===== config.mk =====
export PLATFORM = sky130hd
export DESIGN_NAME = deskew_ctrl_rx
export DESIGN_NICKNAME = d
export VERILOG_FILES = /design/src/rtl/deskew_ctrl_rx.sv
export SDC_FILE = /design/constraint.sdc
export NUM_CORES = 1
export LEC_CHECK = 0
export ABC_AREA = 0
export CELL_PAD_IN_SITES_DETAIL_PLACEMENT = 0
export CELL_PAD_IN_SITES_GLOBAL_PLACEMENT = 2
export CORE_ASPECT_RATIO = 0.5
export CORE_UTILIZATION = 34
export CTS_BUF_LIST = sky130_fd_sc_hd__clkbuf_16
export DETAILED_ROUTE_END_ITERATION = 16
export HOLD_SLACK_MARGIN = 0.02
export PLACE_DENSITY_LB_ADDON = 0.1
export SYNTH_ARGS = -nofsm -noshare
export SYNTH_HDL_FRONTEND = slang
export SYNTH_SLANG_ARGS = --single-unit

===== constraint.sdc =====
create_clock -name clk -period 3.14 [get_ports clk]
set_clock_uncertainty 0.1 [all_clocks]
set_input_delay 0.314 -clock clk [delete_from_list [all_inputs] [get_ports clk]]
set_output_delay 0.314 -clock clk [all_outputs]
set_load 0.03 [all_outputs]

===== src/rtl/deskew_ctrl_rx.sv =====
// Receive-side deskew sequencer: collects per-lane alignment markers, checks the
// round spread against the buffer depth and drives the common lock-full/lock-lost controls.
module deskew_ctrl_rx #(
    parameter int LANE_N           = 4,
    parameter int MAX_SKEW_BLOCK_N = 27,
    parameter int WIN_CNT_W        = $clog2(MAX_SKEW_BLOCK_N) + 1
) (
    input  logic              clk,
    input  logic              reset,
    input  logic [LANE_N-1:0] am_v_i,
    input  logic [LANE_N-1:0] am_lock_i,
    input  logic [LANE_N-1:0] skew_zero_i,
    output logic              am_lite_lock_full_v_o,
    output logic              am_lite_lock_lost_v_o,
    output logic              deskew_v_o,
    output logic              skew_err_o,
    output logic [LANE_N-1:0] seen_o
);

    typedef enum logic [1:0] {
        IDLE,
        COLLECT,
        ALIGNED
    } state_t;

    localparam logic [WIN_CNT_W-1:0] WIN_LIMIT = WIN_CNT_W'(MAX_SKEW_BLOCK_N - 1);

    state_t                state_q, state_d;
    logic [LANE_N-1:0]     seen_q, seen_d;
    logic [LANE_N-1:0]     chk_q, chk_d;
    logic [WIN_CNT_W-1:0]  win_q, win_d;
    logic [WIN_CNT_W-1:0]  chk_win_q, chk_win_d;
    logic                  first_q, first_d;
    logic                  full_d, lost_d, err_d;

    logic                  lock_all, any_v, all_v;
    logic [LANE_N-1:0]     seen_or, chk_or;
    logic [WIN_CNT_W-1:0]  win_inc_v, chk_win_inc_v;
    logic                  seen_rep, seen_done, seen_over;
    logic                  chk_rep, chk_done, chk_over;

    function automatic logic [WIN_CNT_W-1:0] win_inc(input logic [WIN_CNT_W-1:0] c);
        return (c == {WIN_CNT_W{1'b1}}) ? c : c + 1'b1;
    endfunction

    assign lock_all = &am_lock_i;
    assign any_v    = |am_v_i;
    assign all_v    = &am_v_i;

    // Initial-acquisition round
    assign seen_or   = seen_q | am_v_i;
    assign win_inc_v = win_inc(win_q);
    assign seen_rep  = |(am_v_i & seen_q);
    assign seen_done = &seen_or;
    assign seen_over = (win_inc_v >= WIN_LIMIT) && !seen_done;

    // Re-check rounds while aligned; idle when chk_q is empty
    assign chk_or        = chk_q | am_v_i;
    assign chk_win_inc_v = win_inc(chk_win_q);
    assign chk_rep       = |(am_v_i & chk_q);
    assign chk_done      = &chk_or;
    assign chk_over      = (chk_win_inc_v >= WIN_LIMIT) && !chk_done;

    always_ff @(posedge clk or posedge reset) begin
        if (reset) begin
            state_q   <= IDLE;
            seen_q    <= '0;
            chk_q     <= '0;
            win_q     <= '0;
            chk_win_q <= '0;
            first_q   <= 1'b0;
        end else begin
            state_q   <= state_d;
            seen_q    <= seen_d;
            chk_q     <= chk_d;
            win_q     <= win_d;
            chk_win_q <= chk_win_d;
            first_q   <= first_d;
        end
    end

    always_comb begin
        state_d   = state_q;
        seen_d    = seen_q;
        chk_d     = chk_q;
        win_d     = win_q;
        chk_win_d = chk_win_q;
        first_d   = 1'b0;
        full_d    = 1'b0;
        lost_d    = 1'b0;
        err_d     = 1'b0;

        if (!lock_all) begin
            state_d = IDLE;
            seen_d  = '0;
            chk_d   = '0;
            lost_d  = (state_q == ALIGNED);
        end else begin
            case (state_q)
                IDLE: begin
                    if (any_v) begin
                        seen_d = am_v_i;
                        win_d  = '0;
                        if (all_v) begin
                            state_d = ALIGNED;
                            first_d = 1'b1;
                            chk_d   = '0;
                            full_d  = 1'b1;
                        end else begin
                            state_d = COLLECT;
                        end
                    end
                end
                COLLECT: begin
                    seen_d = seen_or;
                    win_d  = win_inc_v;
                    if (seen_rep || seen_over) begin
                        err_d   = 1'b1;
                        state_d = IDLE;
                        seen_d  = '0;
                    end else if (seen_done) begin
                        state_d = ALIGNED;
                        first_d = 1'b1;
                        chk_d   = '0;
                        full_d  = 1'b1;
                    end
                end
                ALIGNED: begin
                    full_d = 1'b1;
                    if (first_q && !(|skew_zero_i)) begin
                        err_d   = 1'b1;
                        full_d  = 1'b0;
                        state_d = IDLE;
                        seen_d  = '0;
                        chk_d   = '0;
                    end else if (|chk_q) begin
                        chk_d     = chk_or;
                        chk_win_d = chk_win_inc_v;
                        if (chk_rep || chk_over) begin
                            err_d   = 1'b1;
                            lost_d  = 1'b1;
                            full_d  = 1'b0;
                            state_d = IDLE;
                            seen_d  = '0;
                            chk_d   = '0;
                        end else if (chk_done) begin
                            chk_d = '0;
                        end
                    end else if (any_v) begin
                        chk_d     = all_v ? '0 : am_v_i;
                        chk_win_d = '0;
                    end
                end
                default: begin
                    state_d = IDLE;
                    seen_d  = '0;
                    chk_d   = '0;
                end
            endcase
        end
    end

    // Registered outputs
    always_ff @(posedge clk or posedge reset) begin
        if (reset) begin
            am_lite_lock_full_v_o <= 1'b0;
            am_lite_lock_lost_v_o <= 1'b0;
            deskew_v_o            <= 1'b0;
            skew_err_o            <= 1'b0;
        end else begin
            am_lite_lock_full_v_o <= full_d;
            am_lite_lock_lost_v_o <= lost_d;
            deskew_v_o            <= full_d;
            skew_err_o            <= err_d;
        end
    end

    assign seen_o = seen_q;

endmodule


==> flow_metrics.env, run 1 <==
export IMPL_status="completed"
export IMPL_synthTopCellsByArea="dfrtp_1, a21oi_1, ha_1"
export IMPL_finalWirelength_um=4484
export IMPL_post_cts_buffers=0
export IMPL_dpl_cell_count=282
export IMPL_synth_cells=197
export IMPL_drive_gt1_share_pct=11.57
export IMPL_power_density_nw_per_um2=330.0
export IMPL_cts_root_buffer="clkbuf_16"
export IMPL_vias_per_cell=5.503
export IMPL_antenna_found_initial=0
export IMPL_cts_buffer_depth=2
export IMPL_avgSynthCellArea_um2=9.032
export IMPL_n_fill_cell=505
export IMPL_fp_row_count=18
export IMPL_wl_per_cell_um=15.68
export IMPL_grt_pass1_vias=1464
export IMPL_gp_congestion=0.8161
export IMPL_synth_seq_area_share_pct=36.57
export IMPL_syn_area_um2=1779
export IMPL_yosysTopAreaCellShare_pct=36.57
export IMPL_areaGrowthSynthToFinish_pct=20.18
export IMPL_dieArea_um2=5544
export IMPL_leakagePower_nw=0.8461
export IMPL_cts_made_buffers=3
export IMPL_cts_tree="built"
export IMPL_finalSetupTns_ps=0
export IMPL_clkSinkCount=26
export IMPL_die_height_um=53.15
export IMPL_crit_path_end_kind="register"
export IMPL_yosysMostFrequentCell="dfrtp_1"
export IMPL_hold_viol=0
export IMPL_hold_class="input port to asynchronous set/reset pin"
export IMPL_htree_levels=1
export IMPL_worstPathMaxFanout=9
export IMPL_grt_pass1_wl_um=7293
export IMPL_synth_commonest_cells="dfrtp_1, a21oi_1, nand2_1, nor2_1"
export IMPL_drt_iter0_drc=69
export IMPL_final_instance_count_excl_fill=286
export IMPL_pre_cts_ws_ps=443.7
export IMPL_max_slew_margin_pct=63.68
export IMPL_required_ps=3230
export IMPL_tightest_slew_ps=544.7
export IMPL_fmax_mhz=384.4
export IMPL_synthArstFlopShare_pct=100.0
export IMPL_synth_edff_count=0
export IMPL_max_cap_violations=0
export IMPL_firstDrtPassIters=4
export IMPL_cts_hold_buf=0
export IMPL_nNetsFinal=237
export IMPL_clkTransAtPathRegs_ps=70
export IMPL_core_um2=4977
export IMPL_synth_top_cell_by_area="dfrtp_1"
export IMPL_arrival_ps=2690
export IMPL_grt_setup_unrepaired="no"
export IMPL_slew_viol_final=0
export IMPL_synth_fp_nets=217
export IMPL_worstSetupPathType="register to register"
export IMPL_ant_nets=0
export IMPL_startpoint_type="register"
export IMPL_dp_hpwl_um=3303
export IMPL_clkLatencyLatePin_ps=260
export IMPL_grt_use_total_pct=16.98
export IMPL_final_setup_viol_count=0
export IMPL_boundaryPins=22
export IMPL_grt_max_degree=27
export IMPL_cts_resized=0
export IMPL_drc_errors=0
export IMPL_die_width_um=104.3
export IMPL_yosysUniqueCellTypes=60
export IMPL_yosysWarningCount=0
export IMPL_layout_worst_path_cycle_share_pct=82.85
export IMPL_peakVddDrop_uv=169.0
export IMPL_numPortBuffers=21
export IMPL_synth_seq_cells=26
export IMPL_synthFlopType="dfrtp_1"
export IMPL_vias=1574
export IMPL_antenna_cells=0
export IMPL_min_period_ps=2602
export IMPL_overflow=0
export IMPL_start_util_pct=35.75
export IMPL_finalWorstSetupSlack_ps=538.5
-- metal layers --
metal	up-vias	wire length, um	track usage [%]
met4	0	27	3.333
met3	4	83	3.325
met1	760	2383	23.82
li1	795	-	-
met2	15	1990	27.26
met5	-	0	0
-- kinds of logic after synthesis --
| group | share of synthesized area (%) |
|---|---|
| AO/OA/AOI/OAI | 31.15 |
| adder cells (fa/ha/maj) | 4.219 |
| buffers and inverters | 4.570 |
| flip-flops | 36.57 |
| multiplexers | 1.125 |
| AND/OR/NAND/NOR | 22.36 |
-- report_power, final --
part / switching, W / internal, W / leakage [nW]
clock network: 0.000117 / 0.000171 / 0.0385
logic: 0.0000392 / 0.0000331 / 0.456
registers: 0.00000656 / 0.000339 / 0.352
total: 0.000163 / 0.000543 / 0.846
-- path summary, 6_finish.rpt --
| path | slack, ps | to | depth (start not counted) | startpoint |
|---|---|---|---|---|
| max | 540 | state_q[0] | 7 | chk_win_q[0] |
| min | 310 | win_q[0] | 3 | reset |
| max reg2reg | 540 | state_q[0] | 7 | chk_win_q[0] |
| min reg2reg | 450 | seen_o[2] | 1 | seen_o[2] |
| max in group asynchronous | 2350 | chk_win_q[2] | 3 | reset |
| min in group clk | 450 | seen_o[2] | 1 | seen_o[2] |
-- worst max-delay path, cell delays in order (launching register included) --
cell and delay (ps):
dfrtp_1 470, ha_1 370, nand3_1 130, mux2i_1 160
or4_4 580, a31oi_4 290, o31a_2 230, mux2i_1 190
-- final cells by class --
type	count	area [um2]	share of cell area (%)
clock inverter	1	3.754	0.1755
tap	70	87.58	4.096
sequential	26	650.6	30.43
multi-input combinational	152	1047	48.98
clock buffer	3	75.07	3.511
inverter	9	33.78	1.580
timing repair buffer	25	240.2	11.23
-- placed cells by master (no fill, tap or decap), types with 2 or more instances in the layout --
cell type	count
a21o_1	2
a21o_2	2
a21oi_1	19
a22o_1	6
a22oi_1	2
a31oi_1	3
a32o_1	5
and2_1	2
and3_1	5
and4_1	2
buf_4	4
clkbuf_16	3
clkdlybuf4s50_1	21
dfrtp_1	26
ha_1	6
inv_1	9
mux2i_1	2
nand2_1	13
nand2b_1	4
nand3_1	11
nand4_1	2
nor2_1	12
nor4_2	2
o21ai_0	11
o221ai_1	2
o22ai_1	5
or4_4	2
-- registers in the layout, indices dropped and copies added (netlist names) --
name / cells
skew_err_o: 1
seen_o: 4
deskew_v_o: 1
chk_q: 4
win_q: 6
first_q: 1
chk_win_q: 6
am_lite_lock_lost_v_o: 1
state_q: 2
-- per-stage QoR --
| step | power (W) | util, % | cell area [um2] | hold slack [ps] |
|---|---|---|---|---|
| 4_1_cts | 0.0007154 | 42.96 | 2138 | 323.0 |
| 2_1_floorplan | 0.0003917 | - | 1779 | 254.0 |
| 6_report | 0.0007057 | 42.96 | 2138 | 314.6 |
| 5_1_grt | 0.0007407 | 42.96 | 2138 | 347.6 |
| 3_5_place_dp | 0.0004249 | 41.38 | 2059 | 437.0 |
| 3_3_place_gp | 0.0004243 | 41.38 | 2059 | 427.7 |
Power figures use the tool's default switching activity.
==> run 2, diff against run 1 <==
Settings changed: CORE_UTILIZATION 34 to 31.
Clock period 3.14 ns to 2.3 ns, I/O delays scaled along.
==> flow_metrics.env, run 2 (synthesis results as in run 1) <==
export IMPL_boundaryPins=22
export IMPL_fp_row_count=19
export IMPL_min_period_ps=2211
export IMPL_ant_nets=0
export IMPL_vias=1704
export IMPL_startpoint_type="register"
export IMPL_gp_congestion=0.7964
export IMPL_tightest_slew_ps=377.6
export IMPL_cts_tree="built"
export IMPL_peakVddDrop_uv=322.6
export IMPL_grt_use_total_pct=17.35
export IMPL_reg2reg_from="chk_win_q[0]"
export IMPL_slew_viol_final=0
export IMPL_grt_pass1_vias=1594
export IMPL_final_util_pct=43.06
export IMPL_final_instance_count_excl_fill=315
export IMPL_wl_per_cell_um=15.20
export IMPL_vias_per_cell=5.410
export IMPL_leakagePower_nw=0.9758
export IMPL_hold_viol=0
export IMPL_cts_root_buffer="clkbuf_16"
export IMPL_post_cts_buffers=0
export IMPL_layout_common_cells="buf_4, dfrtp_1, clkdlybuf4s50_1"
export IMPL_required_ps=2390
export IMPL_numPortBuffers=21
export IMPL_worstPathMaxFanout=3
export IMPL_nNetsFinal=264
export IMPL_drive_gt1_share_pct=23.14
export IMPL_dpl_cell_count=312
export IMPL_dp_hpwl_um=3603
export IMPL_finalPower_w=0.0009841
export IMPL_finalWirelength_um=4789
export IMPL_hold_class="input port to asynchronous set/reset pin"
export IMPL_clkSinkCount=26
export IMPL_reg2regPathDepth=7
export IMPL_clkTransAtPathRegs_ps=70
export IMPL_fmax_mhz=452.3
export IMPL_start_util_pct=32.26
export IMPL_final_common_cell="buf_4"
export IMPL_cts_buffer_depth=2
export IMPL_grt_pass1_wl_um=8121
export IMPL_cts_made_buffers=3
export IMPL_top_regs="chk_win_q (6), win_q (6)"
export IMPL_die_height_um=55.57
export IMPL_crit_path_end_kind="register"
export IMPL_htree_levels=1
export IMPL_dieArea_um2=6065
export IMPL_die_width_um=109.1
export IMPL_overflow=0
export IMPL_layout_worst_path_cycle_share_pct=96.12
export IMPL_grt_max_degree=27
export IMPL_power_density_nw_per_um2=414.4
export IMPL_rr_endpoint="state_q[0]"
export IMPL_arrival_ps=2300
export IMPL_clkLatencyLatePin_ps=260
export IMPL_status="completed"
export IMPL_areaGrowthSynthToFinish_pct=33.47
export IMPL_firstDrtPassIters=4
export IMPL_antenna_found_initial=0
export IMPL_grt_setup_unrepaired="no"
export IMPL_final_setup_viol_count=0
export IMPL_max_cap_violations=0
export IMPL_max_slew_margin_pct=74.83
export IMPL_rrSetupSlack_ps=90
export IMPL_drt_iter0_drc=79
export IMPL_antenna_cells=0
export IMPL_worstSetupPathType="register to register"
export IMPL_drc_errors=0
export IMPL_core_um2=5515
## run 2: worst max-delay path: stages (launching register included)
cell      delay, ps
dfrtp_1         410
ha_4            290
nand2b_1         90
a21boi_0         70
or4_4           550
a31oi_4         230
o31a_2          210
mux2i_1         170
## run 2: final cells by class
cell class	count	area, um2
flip-flops and latches	26	650.6
multi-input cells	152	1081
clock buffers	3	75.07
fillers	560	3141
inverters	9	33.78
well taps	73	91.34
repair buffers	52	442.9
## run 2: power breakdown
part,leakage (nW),internal (W),switching [W],total (W)
sequential,0.352,0.000463,0.00000629,0.000469
combinational,0.587,0.0000581,0.0000600,0.000118
clock,0.0370,0.000231,0.000165,0.000396
## run 2: per-stage QoR
step	hold slack, ps	TNS [ps]	instance area (um2)	setup WS [ps]
CTS	247.4	0	2341	63.07
global placement	428.3	-251.1	2266	-44.74
floorplan	170.0	0	1779	13.73
detailed placement	434.2	-529.6	2266	-74.42
finish	234.3	0	2375	89.30
global route	269.7	0	2375	17.95
## run 2: repair_timing
item	4_1_cts	5_1_grt
hold buffers	0	0
resized for setup	0	5
endpoints found under the setup margin	0	8
## run 2: worst max-delay path by stage
stage / end / cells past startpoint / from
after floorplan: state_q[1] / 6 / win_q[0]
after global placement: seen_o[2] / 7 / skew_zero_i[0]
after detailed placement: seen_o[3] / 7 / skew_zero_i[0]
after CTS: seen_o[3] / 7 / chk_win_q[0]
after global routing: state_q[0] / 7 / chk_win_q[0]
final: state_q[0] / 7 / chk_win_q[0]
## run 2: routing by layer
layer,global-route usage [%],part of all wire (%),up-vias
met5,0,0,-
met4,3.475,0.88,0
met3,3.864,1.9,4
met2,26.15,46,14
met1,25.39,51,841
li1,-,-,845
